**config.mk**
```make
export PLATFORM = sky130hd
export DESIGN_NAME = button_debounce
export DESIGN_NICKNAME = d
export VERILOG_FILES = /design/src/rtl/button_debounce.sv
export SDC_FILE = /design/constraint.sdc
export NUM_CORES = 1
export LEC_CHECK = 0
export BUFFER_PORTS_ARGS = -buffer_cell sky130_fd_sc_hd__buf_2
export CORE_ASPECT_RATIO = 1.2
export CORE_UTILIZATION = 50
export CTS_BUF_LIST = sky130_fd_sc_hd__clkbuf_16
export CTS_CLUSTER_SIZE = 40
export DETAILED_ROUTE_END_ITERATION = 8
export PLACE_DENSITY = 0.73
export SLEW_MARGIN = 20
export SYNTH_ARGS = -nofsm -noshare
export SYNTH_HDL_FRONTEND = slang
export SYNTH_SLANG_ARGS = --single-unit
```
**constraint.sdc**
```tcl
create_clock -name clk -period 1.1 [get_ports clk]
set_clock_uncertainty 0.05 [all_clocks]
set_input_delay 0.22 -clock clk [delete_from_list [all_inputs] [get_ports clk]]
set_output_delay 0.22 -clock clk [all_outputs]
set_load 0.01 [all_outputs]
```
**src/rtl/button_debounce.sv**
```systemverilog
// Two-flop synchroniser plus per-line debounce for the board push-buttons.
// Emits clean levels, sticky write-one-to-clear press flags and a pending summary.
module button_debounce #(
    parameter int unsigned N_BUTTONS       = 4,
    parameter int unsigned DEBOUNCE_CYCLES = 50
) (
    input  logic                 clk,
    input  logic                 reset,
    input  logic [N_BUTTONS-1:0] buttons_raw,
    output logic [N_BUTTONS-1:0] buttons_clean,
    output logic [N_BUTTONS-1:0] press_event,
    input  logic [N_BUTTONS-1:0] event_clear,
    output logic                 event_pending
);

    localparam int unsigned CW = (DEBOUNCE_CYCLES > 2) ? $clog2(DEBOUNCE_CYCLES) : 1;
    localparam logic [CW-1:0] CNT_MAX = CW'(DEBOUNCE_CYCLES - 1);

    logic [N_BUTTONS-1:0] r_sync1;
    logic [N_BUTTONS-1:0] r_sync2;
    logic [N_BUTTONS-1:0] r_stable;
    logic [N_BUTTONS-1:0] r_press;
    logic                 r_pending;
    logic [CW-1:0]        r_cnt [N_BUTTONS];

    logic [N_BUTTONS-1:0] w_stable_nxt;
    logic [N_BUTTONS-1:0] w_rise;
    logic [N_BUTTONS-1:0] w_press_nxt;
    logic [CW-1:0]        w_cnt_nxt [N_BUTTONS];

    // A line flips only after DEBOUNCE_CYCLES consecutive differing samples.
    always_comb begin
        w_stable_nxt = r_stable;
        w_rise       = '0;
        for (int i = 0; i < int'(N_BUTTONS); i++) begin
            w_cnt_nxt[i] = '0;
            if (r_sync2[i] != r_stable[i]) begin
                if (r_cnt[i] == CNT_MAX) begin
                    w_stable_nxt[i] = r_sync2[i];
                    w_rise[i]       = r_sync2[i];
                end else begin
                    w_cnt_nxt[i] = r_cnt[i] + CW'(1);
                end
            end
        end
        // A press landing on the same edge as its clear strobe must survive.
        w_press_nxt = w_rise | (r_press & ~event_clear);
    end

    always_ff @(posedge clk) begin
        if (!reset) begin
            r_sync1   <= '0;
            r_sync2   <= '0;
            r_stable  <= '0;
            r_press   <= '0;
            r_pending <= 1'b0;
            for (int i = 0; i < int'(N_BUTTONS); i++) begin
                r_cnt[i] <= '0;
            end
        end else begin
            r_sync1   <= buttons_raw;
            r_sync2   <= r_sync1;
            r_stable  <= w_stable_nxt;
            r_press   <= w_press_nxt;
            r_pending <= |r_press;
            for (int i = 0; i < int'(N_BUTTONS); i++) begin
                r_cnt[i] <= w_cnt_nxt[i];
            end
        end
    end

    assign buttons_clean = r_stable;
    assign press_event   = r_press;
    assign event_pending = r_pending;

endmodule

```
==> impl_metrics.ini <==
[run_status]
run_status = finished with violations
failed_checks = setup timing

[critical_path]
worstPathArrival_ns = 1.35
crit_path_max_fo = 6
critPathKind = reg2reg
worst_setup_path_end_kind = flip-flop
required_ns = 1.21
setup.worst_path.start_class = flip-flop

[place]
placed_area_mm2 = 0.00194
port_buffers = 18
detailedPlace.worstSlack_ns = -0.0921
dp_hpwl_mm = 2.36
gp_congestion = 0.818
numPlacedInstances = 238

[global_route]
vias_in_the_first_global_route = 1374
grt-ovfl-total = 0
grt_util_all_layers_pct = 22.7
largest_net_degree_at_the_start_of_global_routing = 14
grt_first_pass_wirelength_mm = 5.46
initial_antenna_violation_count = 0

[clocking]
htree_num_levels = 2
cts_buffers = 5
clock_tree.root_cell = sky130_fd_sc_hd__clkbuf_16
clock_path_buffers = 2
clk_transition_reported_paths_ns = 0.06
cts.sinks = 41
tritoncts_clock_tree = yes
clk_latency_ns = 0.28

[finish]
fin_util_pct = 73.4
num-nets-final = 230
post_layout_nonfiller_instances = 249
finalInstanceArea_mm2 = 0.00226
syn_to_final_growth_pct = 39.6
count_of_antenna_diodes_in_the_layout = 0
drive_gt1_share_pct = 45.5

[routing]
viasPerCell = 5.59
drt_iter0_drc = 44
routed-via-count = 1392
firstDrtPassIters = 5
detail-route-antenna-nets = 0
route.final.wire_length_mm = 3.86
avgRoutedWirePerCell_um = 15.5
drcViolationCount = 0

[timing]
worst_slew_margin_rel_pct = 75.5
setup_violations = 26
post-route-period-util_pct = 113
fmax_mhz = 804
worst_tran_pin_value_ns = 0.364
final_max_slew_viol_count = 0
totalNegativeSetupSlack_ns = -2.50
hold_slack_ns = 0.0913
min_period_ns = 1.24
final_hold_viol_count = 0
timing.final.ws_setup_ns = -0.144
rsz_0062_raised_after_global_routing = true

[min_path]
hold_path.class = in2reg

[synthesis]
synth_seq_cells = 41
synthesis.yosys.warnings = 0
sequential_share_of_the_synthesized_area_pct = 50.7
post_synth.cell_area_avg_um2 = 9.76
synth.distinct_cells = 23
syn_nets = 184
syn-cell-area_mm2 = 0.00162
syn_inst = 166

[pwr]
power_leakage_nw = 0.846
cellPowerDensity_mw_per_mm2 = 1310
power.ir.vdd_worst_mv = 1.33
report.power.total_mw = 2.97

[floorplan]
initial_core_util_pct = 52.6
floorplan.die.width_um = 54.0
fp.coreArea_mm2 = 0.00308
std_cell_rows = 22
design.die.area_mm2 = 0.00347
io-pin-count = 19
die_h_um = 64.4

[run]
cap_violations = 0
==> where the power goes <==
group	internal [mW]	switching, mW
registers	1.50	0.0131
logic	0.0460	0.0462
clock network	0.815	0.556
==> cells in the mapped netlist <==
| cell | number | share of area [%] |
|---|---|---|
| sky130_fd_sc_hd__dfxtp_1 | 41 | 51 |
| sky130_fd_sc_hd__nor2_1 | 21 | 4.9 |
| sky130_fd_sc_hd__a21oi_1 | 11 | 3.4 |
| sky130_fd_sc_hd__nand3_1 | 11 | 3.4 |
| sky130_fd_sc_hd__xor2_1 | 9 | 4.9 |
| sky130_fd_sc_hd__and2_1 | 8 | 3.1 |
| sky130_fd_sc_hd__ha_1 | 8 | 6.2 |
| sky130_fd_sc_hd__inv_1 | 8 | 1.9 |
| sky130_fd_sc_hd__o21ai_0 | 8 | 2.5 |
| sky130_fd_sc_hd__nand4b_1 | 7 | 3.8 |
| sky130_fd_sc_hd__xnor2_1 | 7 | 3.8 |
| sky130_fd_sc_hd__nand2_1 | 4 | 0.93 |
| sky130_fd_sc_hd__nand2b_1 | 4 | 1.5 |
| sky130_fd_sc_hd__o211ai_1 | 4 | 1.9 |
| sky130_fd_sc_hd__or3_1 | 4 | 1.5 |
| sky130_fd_sc_hd__and4b_1 | 3 | 1.9 |
| sky130_fd_sc_hd__nand3_2 | 2 | 1.2 |
| sky130_fd_sc_hd__a21oi_2 | 1 | 0.54 |
| sky130_fd_sc_hd__clkbuf_1 | 1 | 0.23 |
| sky130_fd_sc_hd__clkinv_1 | 1 | 0.23 |
| sky130_fd_sc_hd__nand4bb_1 | 1 | 0.69 |
| sky130_fd_sc_hd__nor4_1 | 1 | 0.39 |
| sky130_fd_sc_hd__nor4bb_1 | 1 | 0.62 |
==> cell families after synthesis <==
group | share of synthesized area (%)
fa+ha+maj | 6.18
buf+inv | 2.32
compound gates | 8.26
xor+xnor | 8.65
simple gates | 23.9
flops | 50.7
==> path summary, 6_finish.rpt <==
check	cells past startpoint	from	endpoint	slack (ns)
setup reg to reg	5	r_cnt[1][0]	r_cnt[1][5]	-0.14
hold reg to reg	1	r_sync1[3]	r_sync2[3]	0.38
setup / recovery	5	r_cnt[1][0]	r_cnt[1][5]	-0.14
hold / removal	2	buttons_raw[0]	r_sync1[0]	0.09
==> flip-flops by register name (all words and copies together) (netlist names) <==
signal	flops
buttons_clean	4
press_event	4
r_sync1	4
event_pending	1
r_sync2	4
r_cnt	24
==> metal layers <==
layer | track usage (%) | share of wire (%) | up-vias | routed length (µm)
met5 | 0 | 0 | - | 0
li1 | - | - | 660 | -
met1 | 21.9 | 38 | 683 | 1480
met4 | 16.4 | 1.9 | 0 | 73
met2 | 38.1 | 55 | 44 | 2120
met3 | 7.62 | 4.8 | 5 | 184
==> critical path: stages, from the launching register on <==
cell and delay (ns):
sky130_fd_sc_hd__dfxtp_4 0.37, sky130_fd_sc_hd__ha_4 0.13, sky130_fd_sc_hd__nand4b_1 0.10, sky130_fd_sc_hd__o211ai_1 0.21, sky130_fd_sc_hd__buf_4 0.21, sky130_fd_sc_hd__a21oi_2 0.06
==> cell type report <==
class / count / area (µm²)
multi-input cells: 115 / 938
flip-flops and latches: 41 / 850
fillers: 223 / 821
repair buffers: 40 / 259
clock buffers: 5 / 125
well taps: 36 / 45.0
inverters: 9 / 33.8
clock inverters: 3 / 11.3
==> layout by cell type (no fill, tap or decap), types with 5 or more instances in the layout <==
cell | Yosys | layout
sky130_fd_sc_hd__ha_4 | 0 | 6
sky130_fd_sc_hd__nand3_1 | 11 | 10
sky130_fd_sc_hd__and2_1 | 8 | 8
sky130_fd_sc_hd__nor2_2 | 0 | 13
sky130_fd_sc_hd__dfxtp_2 | 0 | 11
sky130_fd_sc_hd__buf_4 | 0 | 21
sky130_fd_sc_hd__xor2_1 | 9 | 8
sky130_fd_sc_hd__xnor2_1 | 7 | 7
sky130_fd_sc_hd__nand4b_1 | 7 | 7
sky130_fd_sc_hd__inv_1 | 8 | 7
sky130_fd_sc_hd__nor2_1 | 21 | 7
sky130_fd_sc_hd__a21oi_1 | 11 | 8
sky130_fd_sc_hd__dfxtp_1 | 41 | 26
sky130_fd_sc_hd__clkbuf_16 | 0 | 5
sky130_fd_sc_hd__buf_2 | 0 | 18
==> repair_timing <==
action | in CTS | in global routing
setup buffers | 0 | 3
gates resized for setup | 19 | 33
hold buffers | 0 | 0
setup endpoints to repair | 26 | 35
pin swaps | 10 | 14
(Power assumes the default switching activity.)
